### src/rtl/dbg_pkg.sv
// rtl/dbg_pkg.sv - shared debug-sequencer types, instruction field map and read-instruction builder
package dbg_pkg;

    typedef enum logic [1:0] {
        ST_IDLE = 2'd0,
        ST_WAIT = 2'd1,
        ST_OUT  = 2'd2,
        ST_FIN  = 2'd3
    } dump_state_t;

    localparam logic [5:0] OPC_ADDI  = 6'b001000;
    localparam int         REG_COUNT = 32;
    localparam logic [4:0] LAST_REG  = 5'(REG_COUNT - 1);

    localparam int OPC_MSB = 31;
    localparam int OPC_LSB = 26;
    localparam int RS_MSB  = 25;
    localparam int RS_LSB  = 21;
    localparam int RT_MSB  = 20;
    localparam int RT_LSB  = 16;

    // rt = r0 and imm = 0, so the forced instruction only drives a read on port A
    function automatic logic [31:0] read_inst(input logic [5:0] opc, input logic [4:0] rs);
        logic [31:0] inst;
        inst                  = '0;
        inst[OPC_MSB:OPC_LSB] = opc;
        inst[RS_MSB:RS_LSB]   = rs;
        inst[RT_MSB:RT_LSB]   = 5'd0;
        return inst;
    endfunction

endpackage

### src/rtl/reg_dump_ctrl_if.sv
// rtl/reg_dump_ctrl_if.sv - dump beat stream between the register dumper and its consumer
interface reg_dump_ctrl_if;
    logic        dump_valid;
    logic [4:0]  dump_reg;
    logic [31:0] dump_val;
    logic        dump_ready;

    modport master (output dump_valid, output dump_reg, output dump_val, input dump_ready);
    modport slave  (input dump_valid, input dump_reg, input dump_val, output dump_ready);
endinterface

### src/rtl/settle_counter.sv
// rtl/settle_counter.sv - loadable settle down-counter with terminal-count flag at one
module settle_counter #(
    parameter int WIDTH = 4
) (
    input  logic             clk,
    input  logic             reset,
    input  logic             load,
    input  logic [WIDTH-1:0] load_val,
    input  logic             dec,
    output logic             tc
);

    logic [WIDTH-1:0] cnt;

    always_ff @(posedge clk) begin
        if (reset) begin
            cnt <= '0;
        end else if (load) begin
            cnt <= load_val;
        end else if (dec && (cnt != '0)) begin
            cnt <= cnt - WIDTH'(1);
        end
    end

    assign tc = (cnt == WIDTH'(1));

endmodule

### src/rtl/reg_dump_ctrl.sv
// rtl/reg_dump_ctrl.sv - forces read instructions into the pipeline and streams all 32 GPRs out as beats
module reg_dump_ctrl
    import dbg_pkg::*;
#(
    parameter int         SETTLE   = 1,
    parameter logic [5:0] OPC_READ = OPC_ADDI
) (
    input  logic                   clk,
    input  logic                   reset,
    input  logic                   start,
    input  logic                   abort,
    input  logic [31:0]            busA_probe,
    output logic                   override_inst,
    output logic [31:0]            force_inst,
    output logic                   busy,
    output logic                   done,
    reg_dump_ctrl_if.master        dump
);

    localparam logic [3:0] SETTLE_CNT = 4'(SETTLE);

    dump_state_t state_q, state_d;
    logic [4:0]  idx_q;
    logic        accept, capture, handshake, abort_hit;
    logic        cnt_load, cnt_dec, cnt_tc;

    always_ff @(posedge clk) begin
        if (reset) begin
            state_q <= ST_IDLE;
        end else begin
            state_q <= state_d;
        end
    end

    always_comb begin
        state_d   = state_q;
        accept    = 1'b0;
        capture   = 1'b0;
        handshake = 1'b0;
        cnt_load  = 1'b0;
        cnt_dec   = 1'b0;
        abort_hit = abort && (state_q != ST_IDLE);
        case (state_q)
            ST_IDLE: begin
                if (start) begin
                    accept   = 1'b1;
                    cnt_load = 1'b1;
                    state_d  = ST_WAIT;
                end
            end
            ST_WAIT: begin
                cnt_dec = 1'b1;
                if (cnt_tc) begin
                    capture = 1'b1;
                    state_d = ST_OUT;
                end
            end
            ST_OUT: begin
                if (dump.dump_ready) begin
                    handshake = 1'b1;
                    if (idx_q == LAST_REG) begin
                        state_d = ST_FIN;
                    end else begin
                        cnt_load = 1'b1;
                        state_d  = ST_WAIT;
                    end
                end
            end
            ST_FIN: begin
                state_d = ST_IDLE;
            end
            default: begin
                state_d = ST_IDLE;
            end
        endcase
        // abort overrides whatever the current state wanted, including a same-cycle handshake
        if (abort_hit) begin
            state_d   = ST_IDLE;
            capture   = 1'b0;
            handshake = 1'b0;
            cnt_load  = 1'b0;
            cnt_dec   = 1'b0;
        end
    end

    settle_counter #(.WIDTH(4)) u_settle (
        .clk      (clk),
        .reset    (reset),
        .load     (cnt_load),
        .load_val (SETTLE_CNT),
        .dec      (cnt_dec),
        .tc       (cnt_tc)
    );

    always_ff @(posedge clk) begin
        if (reset) begin
            idx_q           <= '0;
            dump.dump_valid <= 1'b0;
            dump.dump_reg   <= '0;
            dump.dump_val   <= '0;
            done            <= 1'b0;
        end else begin
            done <= (state_q == ST_FIN) && !abort_hit;
            if (abort_hit) begin
                dump.dump_valid <= 1'b0;
            end else if (accept) begin
                idx_q <= '0;
            end else if (capture) begin
                dump.dump_valid <= 1'b1;
                dump.dump_reg   <= idx_q;
                dump.dump_val   <= busA_probe;
            end else if (handshake) begin
                dump.dump_valid <= 1'b0;
                if (idx_q != LAST_REG) begin
                    idx_q <= idx_q + 5'd1;
                end
            end
        end
    end

    assign busy          = (state_q != ST_IDLE);
    assign override_inst = (state_q == ST_WAIT) || (state_q == ST_OUT);
    assign force_inst    = override_inst ? read_inst(OPC_READ, idx_q) : 32'd0;

endmodule
### src/flat_wrapper.sv
// flat-port wrapper written by rule: the top's interface ports become plain ports
module reg_dump_ctrl_flat import dbg_pkg::*;
#(
    parameter int         SETTLE   = 1,
    parameter logic [5:0] OPC_READ = OPC_ADDI
)
  (clk, reset, start, abort, busA_probe, override_inst, force_inst, busy, done, dump_dump_valid, dump_dump_reg, dump_dump_val, dump_dump_ready);
  reg_dump_ctrl_if dump_i ();
  input  logic clk;
  input  logic reset;
  input  logic start;
  input  logic abort;
  input  logic [31:0] busA_probe;
  output logic override_inst;
  output logic [31:0] force_inst;
  output logic busy;
  output logic done;
  output wire logic [$bits(dump_i.dump_valid)-1:0] dump_dump_valid;
  output wire logic [$bits(dump_i.dump_reg)-1:0] dump_dump_reg;
  output wire logic [$bits(dump_i.dump_val)-1:0] dump_dump_val;
  input wire logic [$bits(dump_i.dump_ready)-1:0] dump_dump_ready;
  assign dump_dump_valid = dump_i.dump_valid;
  assign dump_dump_reg = dump_i.dump_reg;
  assign dump_dump_val = dump_i.dump_val;
  assign dump_i.dump_ready = dump_dump_ready;
  reg_dump_ctrl #(.SETTLE(SETTLE), .OPC_READ(OPC_READ)) u_core (.clk(clk), .reset(reset), .start(start), .abort(abort), .busA_probe(busA_probe), .override_inst(override_inst), .force_inst(force_inst), .busy(busy), .done(done), .dump(dump_i));
endmodule
### config.mk
export PLATFORM = sky130hd
export DESIGN_NAME = reg_dump_ctrl_flat
export DESIGN_NICKNAME = d
export VERILOG_FILES = /design/src/rtl/dbg_pkg.sv /design/src/rtl/reg_dump_ctrl_if.sv /design/src/rtl/settle_counter.sv /design/src/rtl/reg_dump_ctrl.sv /design/src/flat_wrapper.sv
export SDC_FILE = /design/constraint.sdc
export NUM_CORES = 1
export LEC_CHECK = 0
export CORE_MARGIN = 10
export CORE_UTILIZATION = 45
export CTS_BUF_LIST = sky130_fd_sc_hd__clkbuf_4
export CTS_CLUSTER_SIZE = 8
export DETAILED_ROUTE_END_ITERATION = 10
export GPL_TIMING_DRIVEN = 0
export PLACE_DENSITY = 0.93
export REMOVE_ABC_BUFFERS = 1
export SYNTH_ARGS = -nofsm -noshare
export SYNTH_HDL_FRONTEND = slang
export SYNTH_SLANG_ARGS = --single-unit
### constraint.sdc
create_clock -name clk -period 2.7 [get_ports clk]
set_input_delay 0.54 -clock clk [delete_from_list [all_inputs] [get_ports clk]]
set_output_delay 0.54 -clock clk [all_outputs]
set_load 0.03 [all_outputs]
* Word level (Yosys, flattened, before mapping)
Cells that the tools add are included.
** Word-level totals
- Input port bits :: 37
- Logic and storage cells :: 68
- Output and inout port bits :: 73
- Flip-flop bits (word level) :: 50
** Operators by class
- Reduce and logical (&&, ||, !) cells :: 18
- Equality and inequality tests :: 10
- Bitwise logic cells :: 2
- Muxes and demuxes :: 28
- Add/sub/neg operators :: 2
** Operators with widths (number)
- $mux W30 :: 1
- $mux W5 :: 4
- $mux W1 :: 17
- $reduce_bool A2 Y1 :: 5
- $mux W2 :: 4
- $pmux W2 S4 :: 1
- $reduce_and A3 Y1 :: 2
- $add A5 B1 Y5 const B :: 1
- $eq A5 B5 Y1 const B :: 1
- $ne A5 B5 Y1 const B :: 1
- $eq A2 B2 Y1 const B :: 2
- $eq A4 B1 Y1 const B :: 1
- $ne A2 B1 Y1 const B :: 2
- $ne A2 B2 Y1 const B :: 2
- $reduce_and A4 Y1 :: 1
- $reduce_bool A4 Y1 :: 1
- $reduce_or A2 Y1 :: 2
- $sub A4 B1 Y4 const B :: 1
- $logic_and A1 B1 Y1 :: 3
- $eq A2 B1 Y1 const B :: 1
- $logic_not A2 Y1 :: 1
- $not A1 Y1 :: 2
- $pmux W1 S2 :: 1
- $reduce_and A2 Y1 :: 1
- other kinds (2) :: 2

* Logic depth before layout (Yosys ltp)
Gate-level depths: netlist of the first run.
- Depth after elaboration :: 6
- Mapped depth :: 9
- Mapped depth without buffers :: 7

* Cells and area by module
Synthesis of the first run repeated with hierarchy kept, for this count alone.
** Second synthesis, totals
- Cells, all modules :: 294
- Area total of the unflattened synthesis :: 2346.0 um^2
** By module, submodules not included
- reg_dump_ctrl :: area an instance 2059.5 um^2, seq. area each 920.9 um^2, cells an instance 261, times used 1
- settle_counter :: area an instance 286.5 um^2, seq. area each 80.1 um^2, cells an instance 33, times used 1

* Worst setup path after synthesis of the first run
Ideal clock, no wire load.
- Kind :: register to register
- Start point :: reg u_core.idx_q[0]
- End point :: reg u_core.idx_q[2]
- Arrival :: 1.742 ns
- Clock period less this slack :: 1.874 ns
- Setup time :: 0.132 ns
- Path buffers :: 0
- Cell stages (with the launch flop) :: 8
- Path slack :: 0.826 ns
- Data required time :: 2.568 ns
- Cell sequence :: dfxtp_1 > ha_1 > and3_1 > ha_1 > nor4bb_1 > o22ai_1 > o31ai_1 > a21oi_1
** Between the ends
- Word-level cells in the longest chain between the ends :: 5
- Elaborated cells between the ends (all ways) :: 8
- Those cells by class :: add/sub: 1; eq/ne: 1; mux: 4; reduce/logical: 2
** RTL lines
- from (decl) :: RTL line reg_dump_ctrl.sv:23 : logic [4:0] idx_q;
- from (signal assigned) :: RTL line reg_dump_ctrl.sv:115 : idx_q <= idx_q + 5'd1;
- $add A5 B1 Y5 :: RTL line reg_dump_ctrl.sv:115
- $mux W5 :: RTL line reg_dump_ctrl.sv:114 : if (idx_q != LAST_REG) begin
- $mux W5 :: RTL line reg_dump_ctrl.sv:112 : end else if (handshake) begin
- $mux W5 :: RTL line reg_dump_ctrl.sv:108 : end else if (capture) begin
- $mux W5 :: RTL line reg_dump_ctrl.sv:106 : end else if (accept) begin
Parallel ways exist; a longest one is shown, timed or not. The select of a mux whose other input is x is not followed.
A chain may end at the register's enable or synchronous reset.

* Final worst setup path of the first run
- Start point :: reg u_core.state_q[0]
- End point :: out force_inst[29]
** Between the ends
- Word-level cells in the longest chain between the ends :: 3
- Elaborated cells between the ends (all ways) :: 4
- Those cells by class :: eq/ne: 2; mux: 1; reduce/logical: 1
** RTL lines
- from (decl) :: RTL line reg_dump_ctrl.sv:22 : dump_state_t state_q, state_d;
- from (signal assigned) :: RTL line reg_dump_ctrl.sv:31 : state_q <= state_d;
- $eq A2 B1 Y1 or $eq A2 B2 Y1 (tied branches) :: RTL line reg_dump_ctrl.sv:122 : assign override_inst = (state_q == ST_WAIT) || (state_q == ST_OUT);
- $logic_or A1 B1 Y1 (*) :: RTL line reg_dump_ctrl.sv:122
- $mux W30 (*) :: RTL line reg_dump_ctrl.sv:123 : assign force_inst = override_inst ? read_inst(OPC_READ, idx_q) : 32'd0;
- to (decl) :: RTL line flat_wrapper.sv:15 : output logic [31:0] force_inst;
Every way passes the cells marked *; elsewhere a longest branch is shown, timed or not.

==> results of run 1 <==
[worst max path at each step]
stage | slack, ps | start | end
floorplan | 310 | u_core.state_q[0] | u_core.idx_q[0]
global placement | -840 | start | u_core.idx_q[0]
detailed placement | -330 | start | u_core.idx_q[4]
CTS | 10 | u_core.state_q[0] | force_inst[24]
global route | 40 | u_core.state_q[0] | override_inst
finish | 150 | u_core.state_q[0] | force_inst[29]
[tightest hold or removal path: cells and delay by family, from the launching register on]
kind / cells / cell delay [ps]
AO/OA/AOI/OAI: 1 / 50
flip-flops: 1 / 330
AND/OR/NAND/NOR: 1 / 50
[layout make-up]
cell class | count | share of cell area
clock buffer | 6 | 0.0146
timing repair buffer | 85 | 0.280
sequential | 50 | 0.325
tap | 67 | 0.0272
clock inverter | 2 | 0.00284
multi-input combinational | 206 | 0.341
inverter | 8 | 0.00974
[stage by stage]
stage	area, um2	hold WS, ps	total power (W)
after detailed placement	3020	446	0.00166
final	3080	462	0.00199
after global placement	2990	440	0.00162
after global routing	3080	479	0.00210
after CTS	3070	464	0.00200
after floorplan	2080	448	0.00136
[synth_stat cells, types with 2 or more instances]
master / n
sky130_fd_sc_hd__buf_4: 27
sky130_fd_sc_hd__xor2_1: 2
sky130_fd_sc_hd__nand3_1: 2
sky130_fd_sc_hd__nand2_1: 76
sky130_fd_sc_hd__inv_1: 8
sky130_fd_sc_hd__and3_1: 2
sky130_fd_sc_hd__a21oi_1: 46
sky130_fd_sc_hd__o21ai_0: 3
sky130_fd_sc_hd__ha_1: 8
sky130_fd_sc_hd__buf_2: 7
sky130_fd_sc_hd__nand4_1: 7
sky130_fd_sc_hd__nand2b_1: 2
sky130_fd_sc_hd__clkbuf_1: 8
sky130_fd_sc_hd__o31ai_1: 2
sky130_fd_sc_hd__and2_1: 6
sky130_fd_sc_hd__dfxtp_1: 50
sky130_fd_sc_hd__nor3_1: 4
sky130_fd_sc_hd__nor2_1: 5
[per-layer routing]
layer	global-route usage	wire, um	vias up
li1	-	-	1031
met1	0.131	2200	914
met2	0.237	3000	78
met3	0.0873	734	8
met4	0.0504	74	0
met5	0	0	-
[power breakdown]
part	internal [W]	leakage (nW)	switching, W
clock network	0.000109	0.0331	0.000234
logic	0.000306	0.766	0.000480
registers	0.000804	0.404	0.0000538
total	0.00122	1.20	0.000769
[kinds of logic (layout without fill, tap and decap cells)]
family	Yosys count	after routing	synth area share
AOI/OAI and AO/OA	57	57	0.140
and+or+nand+nor	112	112	0.225
buffers and inverters	50	101	0.132
xor gates and xnor gates	3	3	0.0117
adders and majority gates	8	8	0.0444
other	1	26	0.00166
DFF	50	50	0.444
==> summary by stage, run 1 <==
Clocking
The clock passes through at most 2 buffers. The post-cts hold buffer count is 0. The number of buffers created by CTS is 5.

CTS built an H-tree with a depth of 2. The post-CTS setup repair buffer count is 0. The clock tree from TritonCTS is built. For this design, the sink count on the clock tree is 50. For the worst-skew pair, the clock arrives at the later sink with an insertion delay of 370 ps. The root buffer cell chosen for the clock tree is sky130_fd_sc_hd__clkbuf_4. Clock-pin slew was measured on the worst setup and hold paths at 140 ps. In this run, post-CTS repair resized a total of 2 instances.

GRT
The number of global-route vias before repair is 2057. The all-layer global routing usage is 0.138. The initial antenna violation count is 0. Entering global routing, the biggest net connects 48 pins. Global routing finished with a remaining overflow of 0. The first global-routing pass estimated 9.45 mm of wire.

Floorplan
In this run the count of I/O pins placed on the die edge is 110. The floorplan step defined a die boundary enclosing 0.00824 mm2. The effective utilization at floorplan is 0.471. The floorplan core area is 0.00479 mm2. The floorplan has 25 rows. The die extent in y is 90.8 um. The x dimension of the die is 90.8 um.

Timing
The total count of max-transition violations in the final report is 0. The worst-margin pin slew is 834 ps. The final clock skew is 7.50 ps. Setup repair after global routing left no endpoint under its margin. The final-report hold violation count is 0. Summed over all failing endpoints, the final setup total negative slack is 0 ps.

In this run the tightest slew margin relative to its limit is 0.444. Setup violations remaining at the end of the flow were counted as 0. The post-route worst setup slack is 149 ps. Dividing the final minimum period by the clock period gives 0.945.

Counting I/O delays and the setup requirement, the final critical path takes 2550 ps. The fmax is 392 MHz.

Drt
The total wire length after detailed routing is 6.00 mm. The vias after detailed routing is 2031. The total DRC errors in the routed layout is 0. The average wire per standard cell is 14.2 um. The count of nets left with antenna violations once routing finished came out at 0. The detailed router finished its first iteration with 97 violations. The number of iterations in the first detailed-routing pass is 6. In the routed layout, each cell is associated on average with a via count of 4.79.

Finish
In the layout the commonest cells are sky130_fd_sc_hd__clkdlybuf4s50_1, sky130_fd_sc_hd__nand2_1, sky130_fd_sc_hd__dfxtp_1. The multi-input logic area is 0.00105 mm2. In the final layout, the share of cells above drive strength 1 is 0.0364. The layout net count is 401.

The layout has 415 filler cells. The register with the most flip-flops in the layout has 32 of them. The post-route non-filler standard cell count is 424.

The antenna diode count is 0. The final core utilization is 0.644. The area added between synthesis and finish is 36.8%. Summing all flip-flop and latch instances after layout gives 0.00100 mm2. The most frequent standard cell in the layout excluding fill and tap cells is sky130_fd_sc_hd__clkdlybuf4s50_1.

Worst setup path
The number of cells traversed by the worst register-to-register path is 8. The setup slack of the most critical reg-to-reg path is 350 ps. Of all nets on the critical path, the largest fanout is 7.

The critical path is of the reg2out type. For this run, the slowest stage of the critical path takes 720 ps. The worst setup path is captured at a primary output.

Traced cell by cell, the critical path runs through inv_1 -> ha_1 -> clkdlybuf4s50_1. The cell family contributing the most delay on the critical path is buffers and inverters. The critical path contains buffers and inverters numbering 2 combined. Counting buffers and inverters, the worst setup path is 3 cells deep. The launch instance of the worst register-to-register path is u_core.state_q[0]. The critical path arrival is 2010 ps. The slowest library cell on the worst path is sky130_fd_sc_hd__clkdlybuf4s50_1. The endpoint identified for the worst register-to-register timing path is u_core.dump.dump_val[30]. For the worst setup path, the data required time is 2160 ps. The worst setup path is launched from a register.

Logic synthesis
The sequential cell area fraction in the yosys report is 0.444. The synthesized design spends more area on one cell type than any other, namely sky130_fd_sc_hd__dfxtp_1. The count of unique library cells instantiated by Yosys is 34.

The yosys synthesis warning count is 0. Of all flip-flops after synthesis, the portion carrying an async set or reset was 0. After synthesis, the cell types taking the most area are sky130_fd_sc_hd__dfxtp_1, sky130_fd_sc_hd__nand2_1, sky130_fd_sc_hd__a21oi_1. The cell area that synthesis handed to floorplanning was 0.00225 mm2. Counting every instance in the synthesized netlist gives 281.

In the synthesized netlist the dominant register cell turns out to be sky130_fd_sc_hd__dfxtp_1. The top-area cell type share of the netlist area is 0.444. The mean area per synthesized cell is 8.02 um2. The number of enable flip-flop cells after synthesis is 0.

Synthesis inferred 50 register bits.

Placement
The count of buffers added on input and output ports is 83. After detailed placement, the design holds a cell count of 416. The detailed placer's ending HPWL is 4.52 mm. The global placement routability congestion is 0.845. Timing analysis after detailed placement gives a worst setup slack of -330 ps.

Power and ir drop
VDD sags by at most 0.313 mV. The reported leakage power is 1.20 nW. The total power density per cell area is 645 mW/mm2.

Hold path
The count of cells along the worst hold path is 2. The startpoint identified for the worst hold timing path is u_core.dump.dump_val[8]. The path category of the worst min-delay check is reg2reg.

The path with the worst hold slack has its endpoint at u_core.dump.dump_val[8].

Run status
The flow ran to the end, and the final reports show no timing, DRC or antenna violations.

Job
The number of violations of the max-capacitance limit is 0.
Note: power is estimated with default switching activity, not from simulation.
==> run 2, diff against run 1 <==
--- a/config.mk
+++ b/config.mk
@@ -5,6 +5,7 @@
 export SDC_FILE = /design/constraint.sdc
 export NUM_CORES = 1
 export LEC_CHECK = 0
+export CAP_MARGIN = 10
 export CORE_MARGIN = 10
 export CORE_UTILIZATION = 45
 export CTS_BUF_LIST = sky130_fd_sc_hd__clkbuf_4
==> run 2 against run 1 <==
Net effect: non-clock buffer count rose by 1; critical path type unchanged; register-to-register slack worse by 20 ps; clock power grew 30%; final area up 1.4%.
==> summary by stage, run 2 (synthesized netlist as in run 1, its figures left out) <==
Drt
The number of iterations in the first detailed-routing pass is 7. In the routed design, unresolved DRC markers number 0. After detailed routing, the number of vias per cell comes to 4.88.

Dividing the detail-routed wire length by the instance count gives 14.4 um. The vias after detailed routing is 2075. The number of DRC violations after detailed-routing iteration 0 is 142. The number of routed nets with antenna violations is 0. Wires add up to 6.11 mm.

Timing
Headroom to the max-slew limit came out at 0.411. The total count of max-transition violations in the final report was 0. The smallest hold slack is 462 ps. Based on the critical path, the design can be clocked at up to 389 MHz. Setup slack on the critical path of the routed design comes to 129 ps.

At the pin with the least slew margin, the transition time is 883 ps. The final-report hold violation count is 0. Setup repair after global routing left no endpoint under its margin. Setup violations remaining at the end of the flow were counted as 0. The share of the clock period used by the worst path is 0.952. After layout, the minimum clock period comes to 2570 ps. The final clock skew is 7.07 ps.

Finish
The library cells used most frequently in the layout, excluding fill and tap cells, are sky130_fd_sc_hd__clkdlybuf4s50_1, sky130_fd_sc_hd__nand2_1, sky130_fd_sc_hd__dfxtp_1. After filler insertion, the fill cell instance count of the layout stands at 405. The most frequent standard cell in the layout excluding fill and tap cells is sky130_fd_sc_hd__clkdlybuf4s50_1. For this run, the post-layout net count is 402. The antenna diode count is 0. The share of layout cells above drive strength 1 is 0.0419.

The area growth from synthesis to layout is 38.8%. The area of all placed cells without fillers is 0.00313 mm2. The flip-flop count of the largest register, all copies and words added is 32.

Hold path
The hold-critical path endpoint is u_core.dump.dump_val[8]. The count of cells along the worst hold path is 2. In this run the worst hold path is classified as reg2reg. The beginning of the worst hold path is u_core.dump.dump_val[8].

Clocking
The clock tree from TritonCTS is built. The maximum root-to-sink buffer count is 2. After clock tree synthesis, the clock-pin slew on the worst setup and hold paths is 150 ps.

The total number of clock tree sinks is 50. The CTS H-tree depth is 2. The insertion delay to the later sink of the worst-skew pair is 370 ps.

The CTS root buffer is sky130_fd_sc_hd__clkbuf_4. The number of buffers created by CTS is 5.

Worst setup path
The critical path arrival is 2030 ps. Together, buffers and inverters on the worst path number 2. The element type at the critical path end is a primary output. The worst path required time is 2160 ps.

The number of cells traversed by the worst register-to-register path is 8. The cell family contributing the most delay on the critical path is buffers and inverters. The reg-to-reg endpoint is u_core.dump.dump_val[30]. The type of the setup path with the least slack is reg2out.

Of all nets on the critical path, the largest fanout is 7. The signal on the critical path passes through inv_1 -> ha_1 -> clkdlybuf4s50_1. The startpoint identified for the worst register-to-register timing path is u_core.state_q[0]. The slowest library cell on the worst path is sky130_fd_sc_hd__clkdlybuf4s50_1. On the worst path, the slowest cell contributes a delay of 720 ps. The setup slack of the most critical reg-to-reg path is 330 ps. STA classifies the critical path startpoint as a register.

GRT
The first global-routing pass estimated 9.60 mm of wire. The initial antenna violation count came to 0. For this run the aggregate overflow at the end of global routing stands at 0. For this run, the total global-route usage over all layers was measured as 0.140. The number of global-route vias before repair was 2051. The pin count of the biggest net entering global routing is 48.

Power and ir drop
The design draws 0.00210 W. The cell-internal power is 0.00131 W. The reported leakage power is 1.21 nW. The share of total power dissipated in the clock network is 0.213. The net switching power is 0.000794 W. The combinational group share of total power is 0.379. The net switching fraction of the power is 0.378.

Across the VDD grid, the largest voltage drop is 0.348 mV. In this run the power density over the cells is 673 mW/mm2. The part of the total power dissipated in sequential elements is 0.409.

Job
The tool flagged a number of max-cap violations equal to 0.

Floorplan
The floorplan has 25 rows. The initial utilization of the core area, before any placement, comes to 0.471. The die covers 0.00824 mm2. The floorplan core area is 0.00479 mm2.

The x dimension of the die is 90.8 um. Pin placement for this block handled 110 I/O pins. The die is 90.8 um tall.

Placement
The worst slack at placement is -21.9 ps. The total cell area at the placement stage is 0.00303 mm2. The global placement routability congestion is 0.845. Buffers placed on the I/O ports in this run total 83. Summed over all nets, the half-perimeter wirelength after detailed placement is 4.64 mm.

Run status
The flow ran to the end, and the final reports show no timing, DRC or antenna violations.
[run 2: cell count changes in the layout (fill, tap and decap cells not counted), sizes merged]
cell and change:
bufinv +1, buf +1, clkinvlp +2, clkbuf -1, clkinv -2
[run 2: worst min-delay path, cell delays in order, from the launching register on]
cell and delay (ps):
sky130_fd_sc_hd__dfxtp_1 340, sky130_fd_sc_hd__nand2_1 50, sky130_fd_sc_hd__a21oi_1 50
[run 2: layout make-up]
class,instances,area [um2],share of cell area
clock inverter,3,45.0,0.0144
inverter,8,30.0,0.00960
timing repair buffer,86,880,0.281
sequential,50,1000,0.320
tap,67,83.8,0.0268
multi-input combinational,206,1050,0.336
clock buffer,5,37.5,0.0120
[run 2: per-layer routing]
layer  GRT usage  up-vias  wire (um)
met3      0.0848        7        763
met2       0.236       90       2960
met4      0.0424        0         64
met5           0        -          0
met1       0.140      948       2330
li1            -     1030          -
[run 2: through the flow]
step | cells | setup TNS [ps] | util
floorplan | 264 | 0 | -
global placement | 414 | -28800 | 0.626
detailed placement | 417 | -52.9 | 0.634
CTS | 425 | 0 | 0.651
global route | 425 | 0 | 0.653
finish | 425 | 0 | 0.653
[run 2: power by group through the flow]
stage / Clock (W) / Sequential, W / Combinational (W)
3_3_place_gp: 0 / 0.000869 / 0.000754
6_report: 0.000447 / 0.000860 / 0.000796
5_1_grt: 0.000489 / 0.000869 / 0.000854
2_1_floorplan: 0 / 0.000941 / 0.000418
3_5_place_dp: 0 / 0.000876 / 0.000795
4_1_cts: 0.000454 / 0.000859 / 0.000797
[run 2: repair_timing]
item	in CTS	in global routing
setup endpoints to repair	1	12
pin swaps	0	0
resized for setup	1	5
buffers inserted	0	0
hold buffers	0	0
[run 2: worst max path at each step]
stage	from	to	cells after the start
3_5_place_dp	start	u_core.dump.dump_val[30]	6
5_1_grt	u_core.state_q[0]	override_inst	3
4_1_cts	u_core.state_q[0]	force_inst[24]	4
3_3_place_gp	start	u_core.idx_q[0]	5
2_1_floorplan	u_core.state_q[0]	u_core.idx_q[0]	6
6_report	u_core.state_q[0]	force_inst[29]	3
==> run 3, diff against run 2 <==
--- a/config.mk
+++ b/config.mk
@@ -7,12 +7,12 @@
 export LEC_CHECK = 0
 export CAP_MARGIN = 10
 export CORE_MARGIN = 10
-export CORE_UTILIZATION = 45
+export CORE_UTILIZATION = 42
 export CTS_BUF_LIST = sky130_fd_sc_hd__clkbuf_4
 export CTS_CLUSTER_SIZE = 8
 export DETAILED_ROUTE_END_ITERATION = 10
 export GPL_TIMING_DRIVEN = 0
-export PLACE_DENSITY = 0.93
+export PLACE_DENSITY = 0.88
 export REMOVE_ABC_BUFFERS = 1
 export SYNTH_ARGS = -nofsm -noshare
 export SYNTH_HDL_FRONTEND = slang
==> constraint.sdc (replaced) <==
create_clock -name clk -period 2.85 [get_ports clk]
set_input_delay 0.57 -clock clk [delete_from_list [all_inputs] [get_ports clk]]
set_output_delay 0.57 -clock clk [all_outputs]
set_load 0.03 [all_outputs]
==> run 3 against run 2 <==
Net effect: critical path type unchanged; die area increased by 5.5%; critical path depth increased by 1; routed wire length increased by 0.20%; clock skew increased by 4.4 ps; sequential cell count unchanged; critical endpoint is now force_inst[25]; clock power increased by 12%; global-route usage decreased by 0.37 points; highest routed layer unchanged.
==> summary by stage, run 3 (synthesized netlist as in run 1, its figures left out) <==
Worst setup path
The element type at the critical path end is a primary output. The setup path with the least slack is of type reg2out. STA puts the critical path data arrival time at 2110 ps. The top fanout value on the critical path is 7.

The worst path required time is 2280 ps. STA classifies the critical path startpoint as a register.

Finish
Relative to the synthesized area, the layout overhead comes to 38.7%. 0 antenna diodes ended up in the layout. The library cell used most frequently in the layout, excluding fill and tap cells, is sky130_fd_sc_hd__clkdlybuf4s50_1.

The register with the most flip-flops in the layout has 32 of them. In the final layout, the share of cells above drive strength 1 is 0.0364. In the layout the commonest cells are sky130_fd_sc_hd__clkdlybuf4s50_1, sky130_fd_sc_hd__nand2_1, sky130_fd_sc_hd__dfxtp_1.

The final core utilization is 0.608. After the last flow step, the layout net total stands at 401.

Run status
The run finished with clean final reports.

Timing
The total count of max-transition violations in the final report came to 0. The worst-margin pin slew is 883 ps. Static timing analysis puts the maximum clock frequency at 372 MHz. The final clock skew is 11.5 ps.

In the final timing run, aggregate negative setup slack is 0 ps. The relative slew slack is 0.411. The final-report hold violation count is 0. The share of the clock period used by the worst path is 0.942. Setup repair after global routing left no endpoint under its margin. Counting I/O delays and the setup requirement, the final critical path takes 2680 ps. Setup violations remaining at the end of the flow were counted as 0.

Clocking
Hold repair after CTS inserted 0 buffers. TritonCTS created 5 clock buffers. The number of setup buffers added after CTS is 0. The number of instances resized during post-cts repair is 0. The clock passes through at most 2 buffers. TritonCTS built the clock tree. The CTS H-tree depth is 2. The insertion delay to the later sink of the worst-skew pair is 360 ps. The CTS root buffer is sky130_fd_sc_hd__clkbuf_4.

After clock tree synthesis, the clock-pin slew on the worst setup and hold paths is 150 ps. The total number of clock tree sinks is 50.

Drt
The total DRC errors in the routed layout is 0. The number of DRC violations after detailed-routing iteration 0 is 96. The number of routed nets with antenna violations is 0. Across all layers, the routed design uses 2021 vias. After detailed routing, the number of vias per cell comes to 4.73. In the final routed layout, each cell accounts on average for 14.3 um. The highest layer used for signal routing is met4. In the final routing, the length of wire on met1 measures 2.42 mm.

The number of iterations in the first detailed-routing pass is 4. The routed length on met3 is 697 um. The routed design has 6.12 mm of wire.

Wire segments on met2 add up to 2.97 mm in the final route.

GRT
The all-layer global routing usage is 0.136. The pin count of the biggest net entering global routing is 48. The number of global-route vias before repair is 2020. The first global-routing pass estimated 9.78 mm of wire. The initial antenna violation count is 0.

Global routing finished with a remaining overflow of 0.

Floorplan
The floorplan core area is 0.00514 mm2. The die covers 0.00869 mm2. The die extent in y is 93.2 um. In this run the count of I/O pins placed on the die edge is 110. The x dimension of the die is 93.2 um. The effective utilization at floorplan is 0.438. Row generation in the floorplan step produced 26 rows.

Power and ir drop
The worst supply voltage drop on vdd is 0.303 mV. The completed layout was analyzed and its total power is 0.00206 W. The total power density per cell area is 659 mW/mm2. The reported leakage power is 1.14 nW.

Placement
The global placement routability congestion is 0.820. The detailed placer's ending HPWL is 4.56 mm. The number of port buffers is 83.

Hold path
The worst hold path belongs to the class reg2reg.

Job
The tool flagged a number of max-cap violations equal to 0.
-- run 3: changes by cell type in the layout (fill, tap and decap cells not counted) --
cell / before / now
sky130_fd_sc_hd__buf_8: 3 / 2
sky130_fd_sc_hd__dlygate4sd2_1: 1 / 0
sky130_fd_sc_hd__bufinv_16: 1 / 2
sky130_fd_sc_hd__dlymetal6s2s_1: 4 / 0
sky130_fd_sc_hd__clkdlybuf4s50_1: 77 / 82
sky130_fd_sc_hd__clkinvlp_4: 2 / 0
sky130_fd_sc_hd__clkinv_1: 0 / 1
-- run 3: through the flow --
step	instance area, um2	cells	hold slack (ps)	worst slack, ps
3_5_place_dp	3020	419	446	183
5_1_grt	3130	427	483	12.2
3_3_place_gp	3000	417	441	-748
6_report	3130	427	464	165
4_1_cts	3130	427	465	129
2_1_floorplan	2080	264	448	463
-- run 3: worst max-delay path, stage by stage (launching register included) --
cell and delay (ps):
sky130_fd_sc_hd__dfxtp_1 440, sky130_fd_sc_hd__inv_1 90, sky130_fd_sc_hd__ha_1 390, sky130_fd_sc_hd__and2_1 160
sky130_fd_sc_hd__clkdlybuf4s50_1 670
-- run 3: cell type report --
cell class              instances  area, um2
clock buffers                   5       37.5
clock inverters                 3       63.8
fillers                       475       2010
inverters                       8       30.0
multi-input cells             206       1050
flip-flops and latches         50       1000
well taps                      70       87.6
repair buffers                 85        856
-- run 3: metal layers --
metal | up-vias | GRT usage
li1 | 1027 | -
met1 | 922 | 0.145
met2 | 70 | 0.224
met3 | 2 | 0.0823
met4 | 0 | 0.0308
met5 | - | 0
-- run 3: worst paths after layout --
path,cells after the start,slack [ps],startpoint,endpoint
worst max-delay path,4,170,u_core.state_q[0],force_inst[25]
worst min-delay path,2,460,u_core.dump.dump_val[28],u_core.dump.dump_val[28]
worst min register to register,2,460,u_core.dump.dump_val[28],u_core.dump.dump_val[28]
worst max register to register,8,420,u_core.state_q[0],u_core.dump.dump_val[14]
-- run 3: power by group --
part           internal, W  switching [W]  total [W]
logic             0.000289       0.000458   0.000747
registers         0.000762      0.0000504   0.000813
clock network     0.000271       0.000231   0.000502
total              0.00132       0.000739    0.00206
